$ cat src/rtl/dmac_write_resp_tracker.sv
// AXI B-channel tracker for the multi-channel DMA write path: per-channel in-flight
// burst accounting, sticky error accumulation, one completion per descriptor.
// Optional statistics counters are enabled with DMAC_WR_RESP_STATS_EN.

module dmac_wrt_chan #(
    parameter int MAX_OUTSTANDING = 4,
    parameter int CNT_WD          = 3
) (
    input  logic clk,
    input  logic rst_n,
    input  logic push,
    input  logic push_last,
    input  logic pop,
    input  logic pop_err,
    output logic head_last,
    output logic err_acc,
    output logic full,
    output logic empty,
    output logic busy
);
    logic [CNT_WD-1:0]          cnt, cnt_nxt, wr_idx;
    logic [MAX_OUTSTANDING-1:0] q, q_nxt;

    assign full      = (cnt == CNT_WD'(MAX_OUTSTANDING));
    assign empty     = (cnt == '0);
    assign head_last = q[0];

    // Head sits at bit 0; a pop shifts down first so a same-cycle push lands one slot lower.
    always_comb begin
        cnt_nxt = cnt + CNT_WD'(push) - CNT_WD'(pop);
        wr_idx  = pop ? cnt - 1'b1 : cnt;
        q_nxt   = pop ? (q >> 1) : q;
        for (int i = 0; i < MAX_OUTSTANDING; i++) begin
            if (push && (wr_idx == i[CNT_WD-1:0])) q_nxt[i] = push_last;
        end
    end

    always_ff @(posedge clk or negedge rst_n) begin
        if (!rst_n) begin
            cnt     <= '0;
            q       <= '0;
            err_acc <= 1'b0;
            busy    <= 1'b0;
        end else begin
            cnt  <= cnt_nxt;
            q    <= q_nxt;
            busy <= (cnt_nxt != '0);
            if (pop) err_acc <= head_last ? 1'b0 : (err_acc | pop_err);
        end
    end
endmodule

module dmac_write_resp_tracker #(
    parameter int CHANNEL_COUNT   = 8,
    parameter int ID_WD           = $clog2(CHANNEL_COUNT),
    parameter int MAX_OUTSTANDING = 4
) (
    input  logic                     clk,
    input  logic                     rst_n,
    input  logic                     issue_valid,
    output logic                     issue_ready,
    input  logic [ID_WD-1:0]         issue_chan,
    input  logic                     issue_last,
    input  logic                     m_axi_bvalid,
    input  logic [ID_WD-1:0]         m_axi_bid,
    input  logic [1:0]               m_axi_bresp,
    output logic                     m_axi_bready,
    output logic                     done_valid,
    input  logic                     done_ready,
    output logic [ID_WD-1:0]         done_chan,
    output logic                     done_err,
    output logic                     unexp_resp,
`ifdef DMAC_WR_RESP_STATS_EN
    output logic [15:0]              err_count,
    output logic [7:0]               unexp_count,
`endif
    output logic [CHANNEL_COUNT-1:0] busy
);
    localparam int CNT_WD = $clog2(MAX_OUTSTANDING + 1);

    logic [CHANNEL_COUNT-1:0] issue_hit, bid_hit, push, pop;
    logic [CHANNEL_COUNT-1:0] full, empty, head_last, err_acc;
    logic b_acc, b_known, b_last, b_err, b_err_acc, done_load;
    logic bresp_unused;

    assign bresp_unused = m_axi_bresp[0];

    // Out-of-range channel ids match no channel, so they are never accepted on issue
    // and always count as unexpected on B.
    always_comb begin
        issue_hit = '0;
        bid_hit   = '0;
        for (int c = 0; c < CHANNEL_COUNT; c++) begin
            issue_hit[c] = (issue_chan == ID_WD'(c));
            bid_hit[c]   = (m_axi_bid == ID_WD'(c));
        end
    end

    assign issue_ready  = |(issue_hit & ~full);
    assign push         = issue_hit & ~full & {CHANNEL_COUNT{issue_valid}};

    // B is only taken when the completion register is empty or being drained.
    assign m_axi_bready = !(done_valid && !done_ready);
    assign b_acc        = m_axi_bvalid && m_axi_bready;
    assign b_known      = |(bid_hit & ~empty);
    assign pop          = bid_hit & ~empty & {CHANNEL_COUNT{b_acc}};
    assign b_last       = |(bid_hit & head_last);
    assign b_err_acc    = |(bid_hit & err_acc);
    assign b_err        = m_axi_bresp[1];
    assign done_load    = b_acc && b_known && b_last;

    dmac_wrt_chan #(
        .MAX_OUTSTANDING(MAX_OUTSTANDING),
        .CNT_WD         (CNT_WD)
    ) u_chan [CHANNEL_COUNT-1:0] (
        .clk      (clk),
        .rst_n    (rst_n),
        .push     (push),
        .push_last(issue_last),
        .pop      (pop),
        .pop_err  (b_err),
        .head_last(head_last),
        .err_acc  (err_acc),
        .full     (full),
        .empty    (empty),
        .busy     (busy)
    );

    always_ff @(posedge clk or negedge rst_n) begin
        if (!rst_n) begin
            done_valid <= 1'b0;
            done_chan  <= '0;
            done_err   <= 1'b0;
            unexp_resp <= 1'b0;
        end else begin
            unexp_resp <= b_acc && !b_known;
            if (done_load) begin
                done_valid <= 1'b1;
                done_chan  <= m_axi_bid;
                done_err   <= b_err_acc | b_err;
            end else if (done_ready) begin
                done_valid <= 1'b0;
            end
        end
    end

`ifdef DMAC_WR_RESP_STATS_EN
    always_ff @(posedge clk or negedge rst_n) begin
        if (!rst_n) begin
            err_count   <= '0;
            unexp_count <= '0;
        end else begin
            if (b_acc && b_err && (err_count != 16'hFFFF)) err_count <= err_count + 16'd1;
            if (b_acc && !b_known && (unexp_count != 8'hFF)) unexp_count <= unexp_count + 8'd1;
        end
    end
`endif
endmodule
$ cat config.mk
export PLATFORM = sky130hd
export DESIGN_NAME = dmac_write_resp_tracker
export DESIGN_NICKNAME = d
export VERILOG_FILES = /design/src/rtl/dmac_write_resp_tracker.sv
export SDC_FILE = /design/constraint.sdc
export NUM_CORES = 1
export LEC_CHECK = 0
export ABC_AREA = 1
export CORE_MARGIN = 3
export CORE_UTILIZATION = 35
export CTS_CLUSTER_DIAMETER = 100
export DETAILED_ROUTE_END_ITERATION = 6
export PLACE_DENSITY = 0.54
export SLEW_MARGIN = 20
export SYNTH_ARGS = -nofsm -noshare
export SYNTH_HDL_FRONTEND = slang
export SYNTH_SLANG_ARGS = --single-unit
$ cat constraint.sdc
create_clock -name clk -period 6.3 [get_ports clk]
set_input_delay 0.945 -clock clk [delete_from_list [all_inputs] [get_ports clk]]
set_output_delay 0.945 -clock clk [all_outputs]
set_load 0.005 [all_outputs]
==> impl_results.md <==
* Post-route antenna net violation count at 0
* Worst slew margin relative to its limit at 51.1%
* Setup skew after layout at 0.00382 ns
* Multiplexer share of the synthesized area at 0%
* Number of flip-flops and latches in the synthesized netlist at 78
* Met2 global-route usage at about a quarter
* Total negative slack for setup checks at 0 ns
* Filler Cells Inserted at approximately 1,500
* CTS tree: yes
* DRT iter0 DRCs at 220
* Cts bufs inserted at 9
* Hold Path Class: reg -> reg
* Worst path arrival time at roughly 4 ns
* Number of clock sinks seen by CTS at 78
* Final-stage net count at between 700 and 800
* Peak Freq at 0.271 GHz
* Met1 Use GR at 20.4%
* Number of slew-limit violations in the final report at 0
* First-pass GRT wire length at 20,100 um
* Worst Hold Path Cells at 1
* Final Cell Area at 0.00602 mm2
* Logic pwr share at 44.6%
* Boundary pin count at 30
* Ratio of final minimum period to clock period at ~60%
* Cell chosen for the clock root: sky130_fd_sc_hd__clkbuf_16
* LEAKAGE at 3.04 nW
* Shortest clock period the worst path allows after layout at 3.68 ns
* Synthesis-to-layout area growth at 12.3%
* Number of antenna violations at the first check in global routing at 0
* Busiest layer in global routing: met2
* Setup slack, reg-to-reg at 3.34 ns
* Synthesized-area fraction occupied by ao, oa, aoi and oai cells at 5.91%
* Ordered cell list for the critical path: clkdlybuf4s50_1, nor2_4, nand2_1, nor2_1, nand2_2, inv_2, ha_1, inv_1, ha_1, inv_1, fa_1, xnor2_1, xnor2_1, or3_1
* Weighted congestion reported at the end of routability-driven placement at 0.834
* Cell Int Power at 0.00153 W
* CP max-delay cell: sky130_fd_sc_hd__clkdlybuf4s50_1
* Latest clock arrival within the worst-skew pair at between 0.3 and 0.4 ns
* Unrepaired setup endpoints after global routing: false
* GRT Util Overall at between 10% and 20%
* Xor and xnor area share after synthesis at 4.09%
* Maximum VDD drop at 0.178 mV
* Initial cell density of the core at 36.3%
* Ant diodes at 0
* Worst slew pin tran at 0.734 ns
* Number of max-cap violations at 0
* Area share of and/or/nand/nor cells after synthesis at between 30% and 40%
* Post-layout power at 0.00259 W
* Delay contributed by the slowest stage of the critical path at 0.69 ns
* Remaining global-route overflow at 0
* Category of the most critical setup path: in -> reg
* Via/cell ratio at 4.70
* Worst r2r path cells at 15
* Switching component of the power at around 0.0011 W
* Dominant combinational cell family by area after synthesis: simple AND/OR/NAND/NOR gates
* Share of layout cells above drive strength 1 at between 10% and 20%
* Clock network fraction of total power at between 20% and 30%
* Number of vias in the routed layout at 4,356
* HPWL after detailed placement at 8780 um
* Post-CTS Repair Setup Buffers at 0
* Final Routed Wirelength at 11,700 um
* Die Height at 130 um
* Warning count from the yosys run at 0
* Number of nets produced by synthesis at approximately 760
* Wirelength per Cell at 12.7 um
* Most frequent cells in the layout: sky130_fd_sc_hd__nand2_1, sky130_fd_sc_hd__inv_1, sky130_fd_sc_hd__nand3_1, sky130_fd_sc_hd__dfrtp_1, sky130_fd_sc_hd__nor2_1
* Avg Inst Size Synth at 7.48 um2
* Vias in the first global route at 4,237
* Dpl ws at 2.28 ns
* Post-synthesis share of cell area spent on full adders, half adders and majority gates at 7.43%
* Resized cells post-CTS at 0
* Switch share at roughly two fifths
* Number of buffers on the longest clock path at 2
* # setup viols final at 0
* Met3 global-route usage at 3.36%
* Final hold viol count at 0
* Full die area at 0.0168 mm2
* Post-Synthesis Cells at 716
* Required arrival time at the worst endpoint at roughly 6.5 ns
* Most frequent standard cell in the layout excluding fill and tap cells: sky130_fd_sc_hd__nand2_1
* Maximum level of the CTS H-tree at 3
* Total standard cell area after synthesis at 0.00536 mm2
* Highest fanout seen on the critical path at 10
* First-pass iteration count of the detailed router at 4
* Rows at 44
* Area post-placement at 0.00571 mm2
* Core occupancy in the finished layout at 40.8%
* Relative contribution of sequential cells to total power at 35.0%
* Kind of start point of the critical path: input pin
* Port Buffer Count at 28
* Pin count of the biggest net entering global routing at 79
* Sequential-to-total area share from yosys stat at 36.4%
* DRC viols at 0
* Placeable Area at 0.0148 mm2
* Number of buffers added to fix hold violations after cts at 0
* Critical Path Sink Type: register
* Result of the run: finished clean
* Setup ws final at 2.62 ns
* Pwr dens at 431 mW/mm2
* Synth unique cells at 37
* Clock transition at the registers of the reported paths at roughly 0.06 ns
* Die width at 130 um
stage by stage:
| step | hold slack (ns) | std cells |
|---|---|---|
| final | 0.442 | 926 |
| after CTS | 0.442 | 926 |
| after global placement | 0.428 | 910 |
| after global routing | 0.479 | 926 |
| after floorplan | 0.422 | 716 |
| after detailed placement | 0.433 | 910 |
kinds of logic after synthesis:
family / count (synthesis)
simple gates: 403
buf+inv: 131
flops: 78
compound gates: 52
fa+ha+maj: 27
xor+xnor: 25
area by class of cell:
| cell class | instances | area, um2 | share of cell area (%) |
|---|---|---|---|
| clock buffer | 10 | 239 | 3.97 |
| multi-input combinational | 507 | 2810 | 46.7 |
| timing repair buffer | 29 | 289 | 4.80 |
| inverter | 112 | 437 | 7.26 |
| sequential | 78 | 1950 | 32.4 |
| tap | 184 | 230 | 3.83 |
| clock inverter | 6 | 61.3 | 1.02 |
cells in the mapped netlist (all sizes together):
library cell | instances | area share [%]
xor2 | 13 | 2.1
fa | 8 | 3.0
ha | 19 | 4.4
nand2b | 1 | 0.12
buf | 18 | 2.9
a22oi | 5 | 0.70
a21oi | 7 | 0.72
o21ai | 36 | 3.9
o21bai | 1 | 0.14
clkbuf | 1 | 0.070
a2bb2oi | 3 | 0.49
or3 | 2 | 0.23
nand4 | 9 | 1.1
nand3 | 86 | 8.9
dfrtp | 78 | 36
xnor2 | 12 | 2.0
nand2 | 212 | 16
clkinv | 1 | 0.093
nand3b | 4 | 0.56
inv | 111 | 8.1
or2 | 6 | 0.70
nor2 | 83 | 7.7
power groups by stage:
| stage | combinational, W | sequential (W) | clock (W) |
|---|---|---|---|
| 6_report | 0.00116 | 0.000907 | 0.000529 |
| 5_1_grt | 0.00135 | 0.000940 | 0.000562 |
| 4_1_cts | 0.00117 | 0.000909 | 0.000547 |
| 3_5_place_dp | 0.00116 | 0.000916 | 0 |
| 3_3_place_gp | 0.00113 | 0.000908 | 0 |
| 2_1_floorplan | 0.000924 | 0.000869 | 0 |
flip-flops by register name (all words and copies together) (netlist names):
| signal | count |
|---|---|
| done_valid | 1 |
| u_chan.err_acc | 8 |
| u_chan.q | 32 |
| unexp_resp | 1 |
| done_err | 1 |
| u_chan.busy | 8 |
| u_chan.cnt | 24 |
| done_chan | 3 |
worst paths after layout:
path,startpoint,end
max in group asynchronous,rst_n,u_chan[6].cnt[1]
worst max register to register,u_chan[0].cnt[1],u_chan[0].busy
min in group asynchronous,rst_n,u_chan[7].q[3]
worst min register to register,u_chan[6].q[0],u_chan[6].err_acc
worst max-delay path,m_axi_bid[1],u_chan[0].busy
worst min-delay path,u_chan[6].q[0],u_chan[6].err_acc
layer usage:
layer	vias up	part of all wire, %
li1	2275	-
met1	2005	48
met2	64	46
met3	12	3.9
met4	0	1.4
met5	-	0
worst max-delay path, delay by kind of cell:
family / cells / cell delay [ns]
buffers and inverters: 4 / 0.98
and+or+nand+nor: 5 / 0.90
adders and majority gates: 3 / 0.78
xor gates and xnor gates: 2 / 0.30
Note: power is estimated with default switching activity, not from simulation.
